**config.mk**
```make
export PLATFORM = sky130hd
export DESIGN_NAME = decode_stage
export DESIGN_NICKNAME = d
export VERILOG_FILES = /design/src/rtl/decode_stage_pkg.sv /design/src/rtl/decode_stage_core.sv /design/src/rtl/decode_stage.sv
export SDC_FILE = /design/constraint.sdc
export NUM_CORES = 1
export LEC_CHECK = 0
export ABC_AREA = 1
export CORE_AREA = 2 2 122 124
export DETAILED_ROUTE_END_ITERATION = 12
export DIE_AREA = 0 0 124 126
export GPL_TIMING_DRIVEN = 0
export PLACE_DENSITY = 0.74
export SLEW_MARGIN = 30
export SYNTH_ARGS = -nofsm -noshare
export SYNTH_HDL_FRONTEND = slang
export SYNTH_SLANG_ARGS = --single-unit
```
**constraint.sdc**
```tcl
create_clock -name clk -period 6.4 [get_ports clk]
set_clock_uncertainty 0.05 [all_clocks]
set_input_delay 1.6 -clock clk [delete_from_list [all_inputs] [get_ports clk]]
set_output_delay 1.6 -clock clk [all_outputs]
set_load 0.005 [all_outputs]
```
**src/rtl/decode_stage_pkg.sv**
```systemverilog
// ============================================================================
// decode_stage_pkg : shared RV32I decode types, control word and opcodes
// Revision: 1.0
// ============================================================================
`default_nettype none

package decode_stage_pkg;

   typedef logic [31:0] instruction_type;

   typedef enum logic [4:0] {
      ALU_ADD    = 5'd0,
      ALU_SUB    = 5'd1,
      ALU_SLL    = 5'd2,
      ALU_SLT    = 5'd3,
      ALU_SLTU   = 5'd4,
      ALU_XOR    = 5'd5,
      ALU_SRL    = 5'd6,
      ALU_SRA    = 5'd7,
      ALU_OR     = 5'd8,
      ALU_AND    = 5'd9,
      ALU_LUI    = 5'd10,
      ALU_MUL    = 5'd11,
      ALU_MULH   = 5'd12,
      ALU_MULHSU = 5'd13,
      ALU_MULHU  = 5'd14,
      ALU_DIV    = 5'd15,
      ALU_DIVU   = 5'd16,
      ALU_REM    = 5'd17,
      ALU_REMU   = 5'd18
   } alu_op_type;

   typedef enum logic [2:0] {
      BRANCH_BEQ  = 3'd0,
      BRANCH_BNE  = 3'd1,
      BRANCH_BLT  = 3'd2,
      BRANCH_BGE  = 3'd3,
      BRANCH_BLTU = 3'd4,
      BRANCH_BGEU = 3'd5
   } branch_type;

   typedef enum logic [1:0] {
      MEM_BYTE = 2'd0,
      MEM_HALF = 2'd1,
      MEM_WORD = 2'd2
   } mem_size_type;

   typedef enum logic [1:0] {
      WB_ALU = 2'd0,
      WB_MEM = 2'd1,
      WB_PC4 = 2'd2
   } wb_sel_type;

   typedef struct packed {
      logic         RegWrite;
      logic         ALUSrc;
      logic         ALUSrcA;
      alu_op_type   ALUOp;
      logic         is_branch;
      branch_type   BranchType;
      logic         is_jump;
      logic         MemRead;
      logic         MemWrite;
      mem_size_type MemSize;
      logic         MemSignExt;
      wb_sel_type   WBSel;
      logic         is_muldiv;
      logic         illegal;
   } control_type;

   localparam logic [6:0] OPC_LUI    = 7'b0110111;
   localparam logic [6:0] OPC_AUIPC  = 7'b0010111;
   localparam logic [6:0] OPC_JAL    = 7'b1101111;
   localparam logic [6:0] OPC_JALR   = 7'b1100111;
   localparam logic [6:0] OPC_BRANCH = 7'b1100011;
   localparam logic [6:0] OPC_LOAD   = 7'b0000011;
   localparam logic [6:0] OPC_STORE  = 7'b0100011;
   localparam logic [6:0] OPC_OP_IMM = 7'b0010011;
   localparam logic [6:0] OPC_OP     = 7'b0110011;

endpackage

`default_nettype wire

```
**src/rtl/decode_stage_core.sv**
```systemverilog
// ============================================================================
// decode_core : combinational RV32I instruction -> control word decoder
// Optional RV32M_EN enables M-extension decode. Revision: 1.0
// ============================================================================
`default_nettype none

module decode_core
   import decode_stage_pkg::*;
(
   input  instruction_type instruction_i,
   output control_type     control_o,
   output logic            illegal_o
);

   logic [6:0]  opcode;
   logic [2:0]  funct3;
   logic [6:0]  funct7;
   logic        unused_fields;
   control_type ctrl;
   logic        ok;

   assign opcode        = instruction_i[6:0];
   assign funct3        = instruction_i[14:12];
   assign funct7        = instruction_i[31:25];
   assign unused_fields = ^{instruction_i[24:15], instruction_i[11:7]};

   always_comb begin
      ctrl = '0;
      ok   = 1'b1;
      case (opcode)
         OPC_LUI: begin
            ctrl.RegWrite = 1'b1;
            ctrl.ALUSrc   = 1'b1;
            ctrl.ALUOp    = ALU_LUI;
         end
         OPC_AUIPC: begin
            ctrl.RegWrite = 1'b1;
            ctrl.ALUSrc   = 1'b1;
            ctrl.ALUSrcA  = 1'b1;
         end
         OPC_JAL: begin
            ctrl.RegWrite = 1'b1;
            ctrl.ALUSrc   = 1'b1;
            ctrl.ALUSrcA  = 1'b1;
            ctrl.is_jump  = 1'b1;
            ctrl.WBSel    = WB_PC4;
         end
         OPC_JALR: begin
            ctrl.RegWrite = 1'b1;
            ctrl.ALUSrc   = 1'b1;
            ctrl.is_jump  = 1'b1;
            ctrl.WBSel    = WB_PC4;
            ok            = (funct3 == 3'b000);
         end
         OPC_BRANCH: begin
            ctrl.is_branch = 1'b1;
            case (funct3)
               3'b000:  ctrl.BranchType = BRANCH_BEQ;
               3'b001:  ctrl.BranchType = BRANCH_BNE;
               3'b100:  ctrl.BranchType = BRANCH_BLT;
               3'b101:  ctrl.BranchType = BRANCH_BGE;
               3'b110:  ctrl.BranchType = BRANCH_BLTU;
               3'b111:  ctrl.BranchType = BRANCH_BGEU;
               default: ok = 1'b0;
            endcase
         end
         OPC_LOAD: begin
            ctrl.RegWrite   = 1'b1;
            ctrl.ALUSrc     = 1'b1;
            ctrl.MemRead    = 1'b1;
            ctrl.WBSel      = WB_MEM;
            ctrl.MemSignExt = ~funct3[2];
            case (funct3)
               3'b000, 3'b100: ctrl.MemSize = MEM_BYTE;
               3'b001, 3'b101: ctrl.MemSize = MEM_HALF;
               3'b010:         ctrl.MemSize = MEM_WORD;
               default:        ok = 1'b0;
            endcase
         end
         OPC_STORE: begin
            ctrl.ALUSrc   = 1'b1;
            ctrl.MemWrite = 1'b1;
            case (funct3)
               3'b000:  ctrl.MemSize = MEM_BYTE;
               3'b001:  ctrl.MemSize = MEM_HALF;
               3'b010:  ctrl.MemSize = MEM_WORD;
               default: ok = 1'b0;
            endcase
         end
         OPC_OP_IMM: begin
            ctrl.RegWrite = 1'b1;
            ctrl.ALUSrc   = 1'b1;
            case (funct3)
               3'b000: ctrl.ALUOp = ALU_ADD;
               3'b010: ctrl.ALUOp = ALU_SLT;
               3'b011: ctrl.ALUOp = ALU_SLTU;
               3'b100: ctrl.ALUOp = ALU_XOR;
               3'b110: ctrl.ALUOp = ALU_OR;
               3'b111: ctrl.ALUOp = ALU_AND;
               3'b001: begin
                  ctrl.ALUOp = ALU_SLL;
                  ok         = (funct7 == 7'b0000000);
               end
               default: begin
                  ctrl.ALUOp = (funct7[5]) ? ALU_SRA : ALU_SRL;
                  ok         = (funct7 == 7'b0000000) || (funct7 == 7'b0100000);
               end
            endcase
         end
         OPC_OP: begin
            ctrl.RegWrite = 1'b1;
            if (funct7 == 7'b0000000) begin
               case (funct3)
                  3'b000:  ctrl.ALUOp = ALU_ADD;
                  3'b001:  ctrl.ALUOp = ALU_SLL;
                  3'b010:  ctrl.ALUOp = ALU_SLT;
                  3'b011:  ctrl.ALUOp = ALU_SLTU;
                  3'b100:  ctrl.ALUOp = ALU_XOR;
                  3'b101:  ctrl.ALUOp = ALU_SRL;
                  3'b110:  ctrl.ALUOp = ALU_OR;
                  default: ctrl.ALUOp = ALU_AND;
               endcase
            end else if (funct7 == 7'b0100000) begin
               case (funct3)
                  3'b000:  ctrl.ALUOp = ALU_SUB;
                  3'b101:  ctrl.ALUOp = ALU_SRA;
                  default: ok = 1'b0;
               endcase
`ifdef RV32M_EN
            end else if (funct7 == 7'b0000001) begin
               ctrl.is_muldiv = 1'b1;
               case (funct3)
                  3'b000:  ctrl.ALUOp = ALU_MUL;
                  3'b001:  ctrl.ALUOp = ALU_MULH;
                  3'b010:  ctrl.ALUOp = ALU_MULHSU;
                  3'b011:  ctrl.ALUOp = ALU_MULHU;
                  3'b100:  ctrl.ALUOp = ALU_DIV;
                  3'b101:  ctrl.ALUOp = ALU_DIVU;
                  3'b110:  ctrl.ALUOp = ALU_REM;
                  default: ctrl.ALUOp = ALU_REMU;
               endcase
`endif
            end else begin
               ok = 1'b0;
            end
         end
         default: ok = 1'b0;
      endcase
   end

   // Unmatched encodings collapse to an all-zero control word flagged illegal.
   always_comb begin
      control_o = '0;
      if (ok) begin
         control_o = ctrl;
      end else begin
         control_o.illegal = 1'b1;
      end
   end

   assign illegal_o = ~ok;

endmodule

`default_nettype wire

```
**src/rtl/decode_stage.sv**
```systemverilog
// ============================================================================
// decode_stage : registered RV32I decode with valid/ready queue and flush
// Optional RV32M_EN (in decode_core) enables M-extension decode. Revision: 1.0
// ============================================================================
`default_nettype none

module decode_stage
   import decode_stage_pkg::*;
#(
   parameter int XLEN  = 32,
   parameter int DEPTH = 2
) (
   input  logic            clk,
   input  logic            rst,
   input  logic            flush,
   input  logic            in_valid,
   output logic            in_ready,
   input  instruction_type in_instruction,
   input  logic [XLEN-1:0] in_pc,
   output logic            out_valid,
   input  logic            out_ready,
   output control_type     out_control,
   output instruction_type out_instruction,
   output logic [XLEN-1:0] out_pc,
   output logic            out_illegal
);

   localparam int         AW   = $clog2(DEPTH);
   localparam logic [AW:0] FULL = (AW + 1)'(DEPTH);

   typedef struct packed {
      control_type     control;
      instruction_type instr;
      logic [XLEN-1:0] pc;
      logic            illegal;
   } entry_t;

   entry_t          mem_q [DEPTH];
   logic [AW-1:0]   wr_ptr_q, wr_ptr_d;
   logic [AW-1:0]   rd_ptr_q, rd_ptr_d;
   logic [AW:0]     count_q, count_d;
   control_type     dec_control;
   logic            dec_illegal;
   logic            push, pop;
   entry_t          head;

   decode_core u_core (
      .instruction_i (in_instruction),
      .control_o     (dec_control),
      .illegal_o     (dec_illegal)
   );

   assign in_ready  = (count_q < FULL);
   assign out_valid = (count_q != '0);
   assign push      = in_valid & in_ready & ~flush;
   assign pop       = out_valid & out_ready & ~flush;

   always_comb begin
      wr_ptr_d = wr_ptr_q;
      rd_ptr_d = rd_ptr_q;
      count_d  = count_q;
      if (flush) begin
         wr_ptr_d = '0;
         rd_ptr_d = '0;
         count_d  = '0;
      end else begin
         if (push) wr_ptr_d = wr_ptr_q + 1'b1;
         if (pop)  rd_ptr_d = rd_ptr_q + 1'b1;
         case ({push, pop})
            2'b10:   count_d = count_q + 1'b1;
            2'b01:   count_d = count_q - 1'b1;
            default: count_d = count_q;
         endcase
      end
   end

   always_ff @(posedge clk or posedge rst) begin
      if (rst) begin
         wr_ptr_q <= '0;
         rd_ptr_q <= '0;
         count_q  <= '0;
      end else begin
         wr_ptr_q <= wr_ptr_d;
         rd_ptr_q <= rd_ptr_d;
         count_q  <= count_d;
      end
   end

   always_ff @(posedge clk) begin
      if (push) begin
         mem_q[wr_ptr_q] <= '{control: dec_control, instr: in_instruction,
                              pc: in_pc, illegal: dec_illegal};
      end
   end

   // Storage is not reset, so the empty-queue view is forced to zero.
   assign head            = mem_q[rd_ptr_q];
   assign out_control     = out_valid ? head.control : '0;
   assign out_instruction = out_valid ? head.instr   : '0;
   assign out_pc          = out_valid ? head.pc      : '0;
   assign out_illegal     = out_valid & head.illegal;

endmodule

`default_nettype wire

```
# Word level (Yosys, flattened, before mapping)

Memory sizes are Yosys's and may differ from the RTL's.
Index checks and enable logic that the tools add are counted.
Widths: inputs -> output; s select.

Bits in registers: 4
Bits in latches: 0
Memory bits (writable): 174
ROM bits: 0
Input bits: 69
Output and inout bits: 89
Word-level logic and storage cells: 95
Memories kept: 1

Memories:

| name  | words | bits a word | rd ports | clocked after memory_dff | wr ports | RTL line           | text |
|---|---|---|---|---|---|---|---|
| mem_q | 2     | 87          | 1        | 0                        | 1        | decode_stage.sv:38 | `entry_t mem_q [DEPTH];` |

Add/sub/neg operators: 4
$mul: 0
Divide/modulo/power cells: 0
Magnitude comparators: 1
Eq/ne operators: 19
Shift operators: 0
Muxes and demuxes: 41
Bitwise gates (word level): 8
Reduce and logical (&&, ||, !) cells: 18

Operators with widths:

| cell               | count |
|---|---|
| $mux 32            | 2 |
| $pmux 5 s7         | 1 |
| $eq 7x6->1 const B | 4 |
| $pmux 4 s7         | 1 |
| $mux 22            | 1 |
| $eq 7x7->1 const B | 3 |
| $mux 1             | 21 |
| $mux 21            | 1 |
| $pmux 2 s2         | 5 |
| $pmux 3 s5         | 1 |
| $pmux 5 s3         | 1 |
| $eq 7x5->1 const B | 2 |
| $reduce_or 7->1    | 2 |
| $eq 3x3->1 const B | 4 |
| $reduce_or 6->1    | 2 |
| $mux 5             | 2 |
| $reduce_or 2->1    | 4 |
| $eq 7x2->1 const B | 1 |
| $logic_not 7->1    | 1 |
| $pmux 1 s7         | 1 |
| $eq 3x2->1 const B | 2 |
| $pmux 3 s2         | 1 |
| $reduce_bool 2->1  | 3 |
| $reduce_or 3->1    | 2 |
| 16 further kinds   | 23 |

# Depth between registers and ports, before layout

Gate-level depths: netlist of the first run.

Depth in word-level cells: 7
Gate-level depth with buffers: 10
Depth with buffers taken out: 9

# Hierarchy

Synthesis of the first run repeated with hierarchy kept, for this count alone.

Cell total of the unflattened synthesis: 652
Area, all modules: 7404.6 um^2

Modules (own cells, without submodules):

| module       | instances | cells each | area each (um^2) | sequential area each (um^2) |
|---|---|---|---|---|
| decode_stage | 1         | 505        | 6737.7           | 5325.1 |
| decode_core  | 1         | 147        | 666.9            | 0.0 |

# Worst setup path after synthesis of the first run

No wires, ideal clock.

Path type: input port to flip-flop
From: input flush
To: memory mem_q[0][10] (netlist name), enable pin
Library setup time: 0.525 ns
Data arrival time: 5.269 ns
Data required time: 5.825 ns
Slack: 0.556 ns
Stages on the path: 3
Path buffers: 0
Cells stage by stage: inv_1 > nand3_1 > nor2_1

Cells in the longest elaborated chain, start to end: 4

Ends and longest elaborated chain:

| what                         | RTL line           | text |
|---|---|---|
| from (decl)                  | decode_stage.sv:15 | `input logic flush,` |
| $not 1->1                    | decode_stage.sv:55 | `assign push = in_valid & in_ready & ~flush;` |
| $and 1x1->1                  | decode_stage.sv:55 |  |
| $mux 1                       | decode_stage.sv:90 | `if (push) begin` |
| $mux 1 (not written as such) | decode_stage.sv:91 | `mem_q[wr_ptr_q] <= '{control: dec_control, instr: in_instruction,` |
| to (decl)                    | decode_stage.sv:38 |  |

No other way between the ends.

# Worst setup path after layout of the first run

From: register rd_ptr_q
To: output out_instruction[3]

Cells in the longest elaborated chain, start to end: 2

Ends and longest elaborated chain:

| what                   | RTL line           | text |
|---|---|---|
| from (decl)            | decode_stage.sv:40 | `logic [AW-1:0] rd_ptr_q, rd_ptr_d;` |
| from (signal assigned) | decode_stage.sv:84 | `rd_ptr_q <= rd_ptr_d;` |
| $mem_v2 2x87           | -                  |  |
| $mux 32                | decode_stage.sv:99 | `assign out_instruction = out_valid ? head.instr : '0;` |
| to (decl)              | decode_stage.sv:23 | `output instruction_type out_instruction,` |

No other way between the ends.

==> flow_metrics.env, run 1 <==
export IMPL_die_w_microns=124
export IMPL_critPathBufInv=4
export IMPL_clk_path_buf_depth=2
export IMPL_die_area_sq_um=15600
export IMPL_num_vias=5046
export IMPL_slowest_delay_ps=530
export IMPL_cts_max_level=4
export IMPL_grt_pass1_vias=4897
export IMPL_grt_antenna_before_repair=0
export IMPL_core_area_sq_um=14300
export IMPL_place_gp_congestion=0.882
export IMPL_critPathArrivalTime_ps=2430
export IMPL_leakage_nw=3.52
export IMPL_powerDensity_nw_per_um2=390
export IMPL_synth_warnings=0
export IMPL_drv_cap=0
export IMPL_status="completed"
export IMPL_final_area_sq_um=9620
export IMPL_grt_pass1_wl_microns=24200
export IMPL_yosysSeqAreaShare_pct=72.5
export IMPL_ys_ff_latch=170
export IMPL_cp_start_kind="register"
export IMPL_setup_viol=0
export IMPL_critPathSlowestCell="clkdlybuf4s50_1"
export IMPL_postCtsSetupRepairBufs=0
export IMPL_cts_buffers_inserted=17
export IMPL_place_area_sq_um=9040
export IMPL_post_drt_wl_per_cell_microns=16.4
export IMPL_hold_ws_ps=442
export IMPL_clock_latency_ps=420
export IMPL_crit_required_ps=4750
export IMPL_area_delta_synth_final_pct=37.1
export IMPL_routedLengthMet1_microns=6400
export IMPL_cts_reportedPaths_clkPinSlew_ps=60
export IMPL_placementRows=44
export IMPL_synth_cells=593
export IMPL_hold_viol_final=0
export IMPL_drtPass1Iterations=4
export IMPL_start_util_pct=49.0
export IMPL_root_buffer="clkbuf_16"
export IMPL_fin_crit_sh_pct=63.7
export IMPL_synth_edf_count=166
export IMPL_wl_microns=16000
export IMPL_ir_worst_vdd_mv=0.177
export IMPL_wl_met2_microns=8280
export IMPL_cp_cell_sequence="inv_1 > buf_2 > buf_1 > nand2_1 > a21oi_1 > clkdlybuf4s50_1"
export IMPL_port_buffers=155
export IMPL_dp_hpwl_microns=11000
export IMPL_synth_ff_type="edfxtp_1"
export IMPL_post_cts_resized=0
export IMPL_via_per_inst=5.19
export IMPL_syn_avg_cell_area_sq_um=11.8
export IMPL_crit_path_end_kind="primary output"
export IMPL_post_route_min_period_ps=4080
export IMPL_path_class="reg2out"
export IMPL_grt_max_degree=24
export IMPL_crit_fanout=10
export IMPL_fillers=1049
export IMPL_top_layer_used="met4"
export IMPL_synth_cell_types=39
export IMPL_synthesis_area_sq_um=7020
export IMPL_critical_path_top_delay_family="buffers and inverters"
export IMPL_track_usage_pct=20.6
export IMPL_fin_tns_setup_ps=0
export IMPL_async_reset_ff_share_pct=2.35
export IMPL_r2r_slack_ps=4490
export IMPL_globalRouteOverflowTotal=0
export IMPL_hp_class="reg2reg"
export IMPL_n_antenna_cell=0
export IMPL_cts_sinks=170
export IMPL_rsz0062_at_grt="false"
export IMPL_cts_hold_buf=0
export IMPL_drc=0
export IMPL_first_iter_violations=366
export IMPL_fp_dieH_microns=126
export IMPL_io_pins=158
export IMPL_fmax_mhz=245
export IMPL_final_antenna_net_count=0
export IMPL_dr_wl_met3_microns=1000
export IMPL_cts_tree="yes"
export IMPL_nets=845
export IMPL_slew_viol_final=0
export IMPL_drive_above_1_share_pct=10.7
metrics by stage:
step                setup WS (ps)  power, mW  util (%)  cells
global route                 2170       3.94      67.2    972
detailed placement           2760       2.77      63.1    941
floorplan                     556       1.95         -    594
finish                       2320       3.75      67.2    972
global placement            -1760       2.72      61.5    933
CTS                          2280       3.78      67.2    972
routing by layer:
metal / vias up / global-route usage, %
li1: 2409 / -
met3: 24 / 4.85
met2: 174 / 36.4
met4: 0 / 7.67
met1: 2439 / 24.2
met5: - / 0
cell type report:
| type | instances | area [sq um] | area share, % |
|---|---|---|---|
| Sequential cell | 170 | 5080 | 52.8 |
| Timing Repair Buffer | 163 | 1770 | 18.4 |
| Multi-Input combinational cell | 365 | 1690 | 17.5 |
| Clock buffer | 18 | 429 | 4.46 |
| Tap cell | 184 | 230 | 2.39 |
| Buffer | 34 | 170 | 1.77 |
| Clock inverter | 13 | 154 | 1.60 |
| Inverter | 25 | 96.3 | 1.00 |
logic make-up after synthesis:
| group | share of synthesized area (%) |
|---|---|
| other cells | 0.0534 |
| xor+xnor | 0.125 |
| flops | 72.5 |
| compound gates | 7.56 |
| buf+inv | 3.80 |
| simple gates | 16.0 |
worst reg2reg max path, cell delays in order, from the launching register on:
cell,delay [ps]
dfrtp_1,400
inv_1,110
nand3_1,230
nor2_4,400
buf_16,220
buf_16,210
power by group:
group | total (mW) | internal (mW) | switching (mW) | leakage [nW]
Clock | 1.01 | 0.607 | 0.398 | 0.282
Combinational | 1.39 | 0.711 | 0.680 | 1.67
Sequential | 1.35 | 1.33 | 0.0274 | 1.57
cell usage in the layout (no fill, tap or decap), types with 9 or more instances in the layout:
cell,Yosys,layout
nand2_1,201,201
edfxtp_1,166,166
clkdlybuf4s50_1,0,155
a21oi_1,90,90
nor2_1,22,20
clkbuf_16,0,17
inv_1,16,16
buf_2,10,10
buf_1,10,10
nand3_1,9,9
state kept, by name, summed over array words and instances, names as in the netlist:
name / count
wr_ptr_q: 1
rd_ptr_q: 1
count_q: 2
mem_q: 166
cell usage after synthesis, types with 2 or more instances:
cell | instances | share of area (%)
nand2_1 | 201 | 11
edfxtp_1 | 166 | 71
a21oi_1 | 90 | 6.4
nor2_1 | 22 | 1.2
inv_1 | 16 | 0.86
buf_1 | 10 | 0.53
buf_2 | 10 | 0.71
nand3_1 | 9 | 0.64
clkbuf_1 | 7 | 0.37
inv_2 | 7 | 0.37
nor2_2 | 7 | 0.62
buf_4 | 6 | 0.64
nand2_2 | 5 | 0.45
dfrtp_1 | 4 | 1.4
o21ai_1 | 4 | 0.29
a31oi_1 | 2 | 0.18
and3_1 | 2 | 0.18
nand3_2 | 2 | 0.29
nor2_4 | 2 | 0.32
o21ai_0 | 2 | 0.14
worst paths after layout:
check | start | endpoint | cells past startpoint
worst max-delay path | rd_ptr_q | out_instruction[3] | 6
worst min-delay path | count_q[0] | count_q[0] | 1
worst max register to register | count_q[1] | mem_q[1][48] | 5
worst min register to register | count_q[0] | count_q[0] | 1
max in group asynchronous | rst | rd_ptr_q | 2
min in group asynchronous | rst | wr_ptr_q | 2
Note: power is estimated with default switching activity, not from simulation.
==> inputs of run 2 (changes only) <==
--- a/config.mk
+++ b/config.mk
@@ -6,11 +6,11 @@
 export NUM_CORES = 1
 export LEC_CHECK = 0
 export ABC_AREA = 1
-export CORE_AREA = 2 2 122 124
+export CORE_AREA = 2 2 128 130
 export DETAILED_ROUTE_END_ITERATION = 12
-export DIE_AREA = 0 0 124 126
+export DIE_AREA = 0 0 130 132
 export GPL_TIMING_DRIVEN = 0
-export PLACE_DENSITY = 0.74
+export PLACE_DENSITY = 0.71
 export SLEW_MARGIN = 30
 export SYNTH_ARGS = -nofsm -noshare
 export SYNTH_HDL_FRONTEND = slang
==> constraint.sdc (replaced) <==
create_clock -name clk -period 3.5 [get_ports clk]
set_clock_uncertainty 0.05 [all_clocks]
set_input_delay 0.875 -clock clk [delete_from_list [all_inputs] [get_ports clk]]
set_output_delay 0.875 -clock clk [all_outputs]
set_load 0.005 [all_outputs]
==> flow_metrics.env, run 2 (synthesis results as in run 1) <==
export IMPL_drive_above_1_share_pct=11.6
export IMPL_relSlewSlack_pct=54.9
export IMPL_dp_slack_ps=423
export IMPL_drtPass1Iterations=6
export IMPL_p_total_mw=6.90
export IMPL_port_buffers=155
export IMPL_wl_microns=15800
export IMPL_fillers=1201
export IMPL_reg_top3="mem_q: 166 flops, count_q: 2 flops"
export IMPL_nets=846
export IMPL_cp_cell_sequence="buf_2 > clkbuf_1 > nand2_1 > a21oi_1 > clkdlybuf4s50_1"
export IMPL_root_buffer="clkbuf_16"
export IMPL_path_class="reg2out"
export IMPL_crit_fanout=10
export IMPL_n_antenna_cell=0
export IMPL_placementRows=46
export IMPL_hold_viol_final=0
export IMPL_place_gp_congestion=0.861
export IMPL_rsz0062_at_grt="false"
export IMPL_final_area_sq_um=9690
export IMPL_final_cell_count_no_fill=1006
export IMPL_cts_reportedPaths_clkPinSlew_ps=60
export IMPL_clkPwrFrac_pct=27.2
export IMPL_tightest_slew_ps=674
export IMPL_critPathArrivalTime_ps=2450
export IMPL_cts_tree="yes"
export IMPL_largest_reg_flops=166
export IMPL_hp_class="reg2reg"
export IMPL_internal_power_mw=4.85
export IMPL_leakage_nw=3.54
export IMPL_slowest_delay_ps=580
export IMPL_clk_path_buf_depth=2
export IMPL_status="completed"
export IMPL_track_usage_pct=18.7
export IMPL_grt_max_degree=22
export IMPL_grt_pass1_wl_microns=24700
export IMPL_crit_path_end_kind="primary output"
export IMPL_cts_sinks=170
export IMPL_drv_cap=0
export IMPL_dp_hpwl_microns=11200
export IMPL_num_vias=4883
export IMPL_crit_required_ps=2570
export IMPL_final_antenna_net_count=0
export IMPL_place_inst=974
export IMPL_switchingPower_mw=2.05
export IMPL_fmax_mhz=296
export IMPL_post_drt_wl_per_cell_microns=15.7
export IMPL_cts_max_level=4
export IMPL_fp_dieH_microns=132
export IMPL_slew_viol_final=0
export IMPL_final_common_cell="nand2_1"
export IMPL_area_delta_synth_final_pct=38.0
export IMPL_cp_start_kind="register"
export IMPL_post_route_worst_setup_slack_ps=124
export IMPL_layout_common_cells="nand2_1 (201), edfxtp_1 (166), clkdlybuf4s50_1 (155)"
export IMPL_io_pins=158
export IMPL_pwr_share_comb_pct=36.9
export IMPL_die_area_sq_um=17200
export IMPL_via_per_inst=4.85
export IMPL_die_w_microns=130
export IMPL_power_frac_seq_pct=35.9
export IMPL_setup_viol=0
export IMPL_first_iter_violations=282
export IMPL_ir_worst_vdd_mv=0.372
export IMPL_grt_pass1_vias=4827
export IMPL_core_area_sq_um=15700
export IMPL_largest_register="mem_q"
export IMPL_start_util_pct=44.7
export IMPL_clock_latency_ps=420
export IMPL_powerDensity_nw_per_um2=713
export IMPL_fin_crit_sh_pct=96.4
export IMPL_post_route_min_period_ps=3380
export IMPL_drc=0
export IMPL_sw_frac_of_total_pct=29.7
export IMPL_postCtsSetupRepairBufs=0
export IMPL_globalRouteOverflowTotal=0
export IMPL_grt_antenna_before_repair=0
export IMPL_critPathSlowestCell="clkdlybuf4s50_1"
export IMPL_place_area_sq_um=9080
export IMPL_cts_buffers_inserted=17
==> run 2: changes by cell type in the layout (fill, tap and decap cells not counted) <==
| cell | delta |
|---|---|
| clkinv_1 | -1 |
| clkinvlp_4 | +2 |
| clkbuf_2 | +4 |
| clkbuf_1 | -1 |
| inv_6 | +2 |
| buf_8 | +2 |
| buf_16 | -1 |
| buf_1 | -4 |
| clkinv_4 | -1 |
==> run 2: layout make-up <==
| type | instances | area, sq um | share of cell area, % |
|---|---|---|---|
| multi-input cells | 365 | 1690 | 17.4 |
| clock buffers | 17 | 425 | 4.39 |
| flip-flops and latches | 170 | 5080 | 52.5 |
| inverters | 25 | 96.3 | 0.995 |
| repair buffers | 164 | 1770 | 18.3 |
| plain buffers | 34 | 175 | 1.81 |
| clock inverters | 15 | 174 | 1.80 |
| well taps | 216 | 270 | 2.79 |
==> run 2: stage by stage <==
stage	utilization, %	TNS [ps]	hold WS (ps)
floorplan	-	-41710	413
global placement	56.3	-314090	424
detailed placement	57.8	0	445
CTS	61.6	0	453
global route	61.6	0	497
finish	61.6	0	458
==> run 2: routing by layer <==
layer	wire [microns]	track usage (%)	share of wire, %
met1	6690	23.0	42
met2	8070	32.3	51
met3	706	3.90	4.5
met4	332	7.29	2.1
met5	0	0	0
==> run 2: power groups by stage <==
stage	clock network [mW]	registers [mW]	logic [mW]
after floorplan	0	2.52	1.03
final	1.88	2.47	2.55
after global routing	2.00	2.49	2.80
after detailed placement	0	2.52	2.57
after CTS	1.91	2.47	2.59
after global placement	0	2.53	2.45
==> run 2: path summary, 6_finish.rpt <==
kind                            start              end  slack [ps]  cells past startpoint
max in group asynchronous         rst         rd_ptr_q        2660                      2
hold reg to reg            count_q[0]       count_q[0]         460                      1
setup reg to reg           count_q[1]     mem_q[1][21]        1420                      5
hold / removal             count_q[0]       count_q[0]         460                      1
min in group asynchronous         rst       count_q[0]         580                      2
setup / recovery             rd_ptr_q  out_control[12]         120                      5
==> run 2: critical path, delay by kind of cell, from the launching register on <==
family          cells  cell delay, ps
simple gates        1              90
buf+inv             3            1250
flops               1             370
compound gates      1             320
==> run 2: repair_timing <==
| action | CTS | global route |
|---|---|---|
| setup endpoints to repair | 0 | 8 |
| hold buffers | 0 | 0 |
| resized for setup | 0 | 4 |
